### src/rtl/div_unit_pkg.sv
// Shared types for the iterative divider: FSM state codes and the default operand width.
package div_unit_pkg;

    localparam int unsigned DivDataWidth = 32;

    typedef enum logic [1:0] {
        DivFree = 2'd0,
        DivOn   = 2'd1,
        DivDone = 2'd2
    } div_state_e;

endpackage

### src/rtl/div_unit_step.sv
// One combinational restoring-division iteration on a {remainder, quotient} pair.
module div_step
    import div_unit_pkg::*;
#(
    parameter int unsigned DATA_WIDTH = DivDataWidth
) (
    input  logic [DATA_WIDTH-1:0] rem_i,
    input  logic [DATA_WIDTH-1:0] quo_i,
    input  logic [DATA_WIDTH-1:0] divisor_i,
    output logic [DATA_WIDTH-1:0] rem_o,
    output logic [DATA_WIDTH-1:0] quo_o
);

    logic [DATA_WIDTH:0] shifted;
    logic                ge;

    always_comb begin
        // One extra bit so the shifted partial remainder never overflows before the compare.
        shifted = {rem_i, quo_i[DATA_WIDTH-1]};
        ge      = shifted >= {1'b0, divisor_i};
        rem_o   = ge ? DATA_WIDTH'(shifted - {1'b0, divisor_i}) : shifted[DATA_WIDTH-1:0];
        quo_o   = {quo_i[DATA_WIDTH-2:0], ge};
    end

endmodule

### src/rtl/div_unit.sv
// Iterative radix-2 restoring DIV/DIVU unit for EX; result = {remainder, quotient}.
// Define DIV_ZERO_SHORTCUT_EN to finish a divide-by-zero in one cycle instead of DATA_WIDTH+1.
module div_unit
    import div_unit_pkg::*;
#(
    parameter int unsigned DATA_WIDTH = DivDataWidth
) (
    input  logic                    clk,
    input  logic                    resetn,
    input  logic                    flush,
    input  logic                    start,
    input  logic                    signed_div,
    input  logic [DATA_WIDTH-1:0]   opdata1,
    input  logic [DATA_WIDTH-1:0]   opdata2,
    input  logic                    ex_stall,
    output logic [2*DATA_WIDTH-1:0] result,
    output logic                    ready,
    output logic                    stallreq
);

    localparam int unsigned CntW = $clog2(DATA_WIDTH);

    div_state_e              state_q, state_d;
    logic [CntW-1:0]         cnt_q, cnt_d;
    logic [DATA_WIDTH-1:0]   rem_q, rem_d;
    logic [DATA_WIDTH-1:0]   quo_q, quo_d;
    logic [DATA_WIDTH-1:0]   dvs_q, dvs_d;
    logic                    neg_quo_q, neg_quo_d;
    logic                    neg_rem_q, neg_rem_d;
    logic                    div_zero_q, div_zero_d;
    logic [2*DATA_WIDTH-1:0] result_q, result_d;
    logic                    ready_q, ready_d;

    logic [DATA_WIDTH-1:0]   step_rem, step_quo;
    logic [DATA_WIDTH-1:0]   fix_rem, fix_quo;
    logic [DATA_WIDTH-1:0]   dvd_abs, dvs_abs;

    div_step #(
        .DATA_WIDTH (DATA_WIDTH)
    ) u_step (
        .rem_i     (rem_q),
        .quo_i     (quo_q),
        .divisor_i (dvs_q),
        .rem_o     (step_rem),
        .quo_o     (step_quo)
    );

    always_comb begin
        dvd_abs = (signed_div && opdata1[DATA_WIDTH-1]) ? -opdata1 : opdata1;
        dvs_abs = (signed_div && opdata2[DATA_WIDTH-1]) ? -opdata2 : opdata2;
        // With a zero divisor the remainder accumulates |dividend|, so the usual remainder
        // fixup restores the original dividend; only the quotient fixup must be bypassed.
        fix_rem = neg_rem_q ? -step_rem : step_rem;
        fix_quo = div_zero_q ? {DATA_WIDTH{1'b1}} : (neg_quo_q ? -step_quo : step_quo);

        state_d    = state_q;
        cnt_d      = cnt_q;
        rem_d      = rem_q;
        quo_d      = quo_q;
        dvs_d      = dvs_q;
        neg_quo_d  = neg_quo_q;
        neg_rem_d  = neg_rem_q;
        div_zero_d = div_zero_q;
        result_d   = result_q;
        ready_d    = ready_q;

        unique case (state_q)
            DivFree: begin
                ready_d = 1'b0;
                if (start && !flush) begin
                    rem_d      = '0;
                    quo_d      = dvd_abs;
                    dvs_d      = dvs_abs;
                    neg_quo_d  = signed_div & (opdata1[DATA_WIDTH-1] ^ opdata2[DATA_WIDTH-1]);
                    neg_rem_d  = signed_div & opdata1[DATA_WIDTH-1];
                    div_zero_d = (opdata2 == '0);
                    cnt_d      = '0;
                    state_d    = DivOn;
`ifdef DIV_ZERO_SHORTCUT_EN
                    if (opdata2 == '0) begin
                        result_d = {opdata1, {DATA_WIDTH{1'b1}}};
                        ready_d  = 1'b1;
                        state_d  = DivDone;
                    end
`endif
                end
            end
            DivOn: begin
                if (flush || !start) begin
                    state_d = DivFree;
                end else begin
                    rem_d = step_rem;
                    quo_d = step_quo;
                    cnt_d = cnt_q + CntW'(1);
                    if (cnt_q == CntW'(DATA_WIDTH - 1)) begin
                        result_d = {fix_rem, fix_quo};
                        ready_d  = 1'b1;
                        state_d  = DivDone;
                    end
                end
            end
            DivDone: begin
                if (flush || !ex_stall) begin
                    ready_d = 1'b0;
                    state_d = DivFree;
                end
            end
            default: begin
                ready_d = 1'b0;
                state_d = DivFree;
            end
        endcase
    end

    always_ff @(posedge clk or negedge resetn) begin
        if (!resetn) begin
            state_q    <= DivFree;
            cnt_q      <= '0;
            rem_q      <= '0;
            quo_q      <= '0;
            dvs_q      <= '0;
            neg_quo_q  <= 1'b0;
            neg_rem_q  <= 1'b0;
            div_zero_q <= 1'b0;
            result_q   <= '0;
            ready_q    <= 1'b0;
        end else begin
            state_q    <= state_d;
            cnt_q      <= cnt_d;
            rem_q      <= rem_d;
            quo_q      <= quo_d;
            dvs_q      <= dvs_d;
            neg_quo_q  <= neg_quo_d;
            neg_rem_q  <= neg_rem_d;
            div_zero_q <= div_zero_d;
            result_q   <= result_d;
            ready_q    <= ready_d;
        end
    end

    assign result   = result_q;
    assign ready    = ready_q;
    // Purely from state and start, never from ex_stall, so no loop through the stall controller.
    assign stallreq = start & (state_q != DivDone) & resetn;

endmodule

### config.mk
export PLATFORM = sky130hd
export DESIGN_NAME = div_unit
export DESIGN_NICKNAME = d
export VERILOG_FILES = /design/src/rtl/div_unit_pkg.sv /design/src/rtl/div_unit_step.sv /design/src/rtl/div_unit.sv
export SDC_FILE = /design/constraint.sdc
export NUM_CORES = 1
export LEC_CHECK = 0
export ABC_CLOCK_PERIOD_IN_PS = 11800
export BUFFER_PORTS_ARGS = -buffer_cell sky130_fd_sc_hd__buf_2
export CAP_MARGIN = 25
export CORE_ASPECT_RATIO = 1.5
export CORE_MARGIN = 4
export CORE_UTILIZATION = 45
export CTS_CLUSTER_SIZE = 12
export DETAILED_ROUTE_END_ITERATION = 8
export GPL_TIMING_DRIVEN = 0
export PLACE_DENSITY = 0.69
export SYNTH_ARGS = -nofsm -noshare
export SYNTH_HDL_FRONTEND = slang
export SYNTH_HIERARCHICAL = 1
export SYNTH_SLANG_ARGS = --single-unit
### constraint.sdc
create_clock -name clk -period 11.8 [get_ports clk]
set_input_delay 1.77 -clock clk [delete_from_list [all_inputs] [get_ports clk]]
set_output_delay 1.77 -clock clk [all_outputs]
set_load 0.01 [all_outputs]
==> metrics <==
status finished, final reports clean; CP top delay family compound AO/OA/AOI/OAI gates; combinational share of power 35.9%; Internal Power 1.19 mW; sequential power share between 30% and 40%; maximum clock frequency 191 MHz; I/O Buffers between 100 and 150; Yosys reg bits 171; Tmin final about 5200 ps; fin util 52.2%; layout net count 1,670; # rows 72; EDFF count, synth 0; Setup crit end kind flop; Top Ports about 140; hpwl dp 27,900 microns; clk buf depth 2; Final GP Congestion 0.921; CTS tree done; HP Class flop to flop; DRC Markers 0; via count between 10,000 and 15,000; Final Skew 7.97 ps; sequential-to-total area share from yosys stat 36.2%; Clock Tree Root clkbuf_16; Clk pwr share 29.2%; global-route wire length before repair around 56,000 microns; initial antenna violation count 0; commonest non-fill, non-tap cell in the layout nand2_1; Final Power between 1.5 and 2 mW; # hold bufs at CTS 0; RSZ-0062 raised after global routing false; switching share of power 37.0%; Routed wire per std cell 18.6 microns; synth warn 6; layout cells sized above 1 16.3%; vias per cell 5.62; highest-count cells in the layout ignoring fill and taps 219 x nand2_1, 171 x dfrtp_1, 146 x o21ai_0; slowest CP cell or4_1; Resized cells post-CTS 0; critical path cell sequence inv_1, ha_1, o211ai_1, a211oi_1, nor2_1, o31ai_1, o22a_2, a21oi_2, o21ai_4, buf_12, mux2_4, or4_1, nor3_1, nand4_1, o41ai_1, xor2_1, o21ai_0; 1st-iter DRT viols 640; Final Cycle Share between 40% and 50%; largest net degree at the start of global routing approximately 120; Sink Count 171; total wire length 35,400 microns; Slowest Stage Delay on Critical Path 600 ps; CP Class flop to flop; final setup TNS 0 ps; pwr dens 140 nW/um^2; P&R area growth vs syn 14.3%; Static Leak 6.35 nW; CP Data Arrival Time approximately 5500 ps; core area 25,900 sq um; Worst Path Required 12,110 ps; Hold WS approximately 470 ps; DRT Pass-1 Iters 6; critical path peak fanout 10; crit path launch type flop; Final Hold Fails 0; Fill cells 2,489; final setup violation count 0; syn nets about 1,500; vias in the first global route 10,600; Slew Viols, Final 0; die width around 140 microns; H-tree depth 4; Post-Synthesis Cells 1,406; Post-CTS Repair Setup Buffers 0; Max Cap Viol 0; net load switching power 0.700 mW; Slew @ Worst Pin 781 ps; Max IR drop VDD 0.000119 V; Mean Syn Cell Area 8.40 sq um; post-synthesis cell area 11,800 sq um; GRT Total Usage 24.5%; worst rel slew slack between 40 and 50%; Worst-Skew Late Latency around 440 ps; clk slew on worst S/H paths roughly 70 ps; Buf+Inv Stages, Crit Path 2; ant diodes 0; Remaining Overflow, GRT 0; Initial Util 45.7%; Die ar. 28,900 sq um; Final ANT Viol Nets 0; Die Height around 210 microns; Netlist cell types slightly below 70; Synth async-reset ratio 100%; CTS buffer count 17; Post-synth top flop dfrtp_1
-- flip-flops by register name, summed over array words and instances (netlist names) --
signal and flops:
cnt_q 5, div_zero_q 1, dvs_q 32, neg_quo_q 1, neg_rem_q 1, quo_q 32, ready 1, rem_q 32
result 64, state_q 2
-- through the flow --
step	worst slack, ps	std cells	instance area, sq um
4_1_cts	6640	1907	13500
3_3_place_gp	4870	1874	12900
6_report	6580	1907	13500
2_1_floorplan	7530	1406	11800
5_1_grt	6330	1907	13500
3_5_place_dp	6670	1875	12900
-- power groups by stage --
stage	Clock (mW)	Sequential (mW)	Combinational, mW
2_1_floorplan	0	0.663	0.486
3_3_place_gp	0	0.670	0.662
3_5_place_dp	0	0.672	0.673
4_1_cts	0.562	0.661	0.676
5_1_grt	0.582	0.666	0.744
6_report	0.552	0.661	0.680
-- logic make-up (layout without fill, tap and decap cells) --
| logic type | Yosys count | count (layout) | share of synthesized area (%) |
|---|---|---|---|
| simple gates | 503 | 503 | 19.8 |
| fa+ha+maj | 39 | 39 | 4.20 |
| mux | 37 | 37 | 4.31 |
| buf+inv | 148 | 316 | 6.22 |
| flops | 171 | 171 | 36.2 |
| compound gates | 362 | 362 | 18.4 |
| xor+xnor | 146 | 146 | 10.8 |
-- area by class of cell --
cell class                      instances  area [sq um]  share of cell area [%]
Buffer                                100           554                    4.11
Clock buffer                           17           425                    3.15
Clock inverter                         15           139                    1.03
Inverter                               48           180                    1.33
Multi-Input combinational cell       1087          6790                    50.3
Sequential cell                       171          4280                    31.7
Tap cell                              333           417                    3.09
Timing Repair Buffer                  136           713                    5.28
-- layer usage --
metal,part of all wire [%],vias up,GRT usage (%),routed length [microns]
met1,37,5096,26.3,13200
met5,0,-,0,0
met2,52,296,44.5,18500
met3,3.2,103,3.08,1120
li1,-,5224,-,-
met4,7.2,0,16.7,2560
-- final timing paths --
| path | cells after the start | start | endpoint | slack, ps |
|---|---|---|---|---|
| min in group asynchronous | 1 | resetn | result[53]$_DFFE_PN0P_ | 1230 |
| worst max-delay path | 17 | dvs_q[3]$_DFFE_PN0P_ | result[58]$_DFFE_PN0P_ | 6580 |
| worst max register to register | 17 | dvs_q[3]$_DFFE_PN0P_ | result[58]$_DFFE_PN0P_ | 6580 |
| max in group asynchronous | 2 | resetn | rem_q[9]$_DFFE_PN0P_ | 9570 |
| worst min register to register | 2 | result[45]$_DFFE_PN0P_ | result[45]$_DFFE_PN0P_ | 470 |
| worst min-delay path | 2 | result[45]$_DFFE_PN0P_ | result[45]$_DFFE_PN0P_ | 470 |
-- Yosys cell counts, drive strengths merged, types with 19 or more instances --
cell type / count / area [sq um]
xnor2: 51 / 447
ha: 38 / 475
clkbuf: 59 / 221
nor2: 94 / 353
or3: 23 / 154
xor2: 95 / 832
dfrtp: 171 / 4280
nand3: 49 / 245
nand2: 219 / 822
o21ai: 148 / 752
o31ai: 33 / 248
nor3: 19 / 95.1
inv: 48 / 180
mux2: 30 / 439
a21oi: 94 / 474
buf: 41 / 333
-- tightest hold or removal path, delay by kind of cell (launching register included) --
family | cells | cell delay, ps
simple gates | 1 | 50
compound gates | 1 | 60
flops | 1 | 340
(Power assumes the default switching activity.)
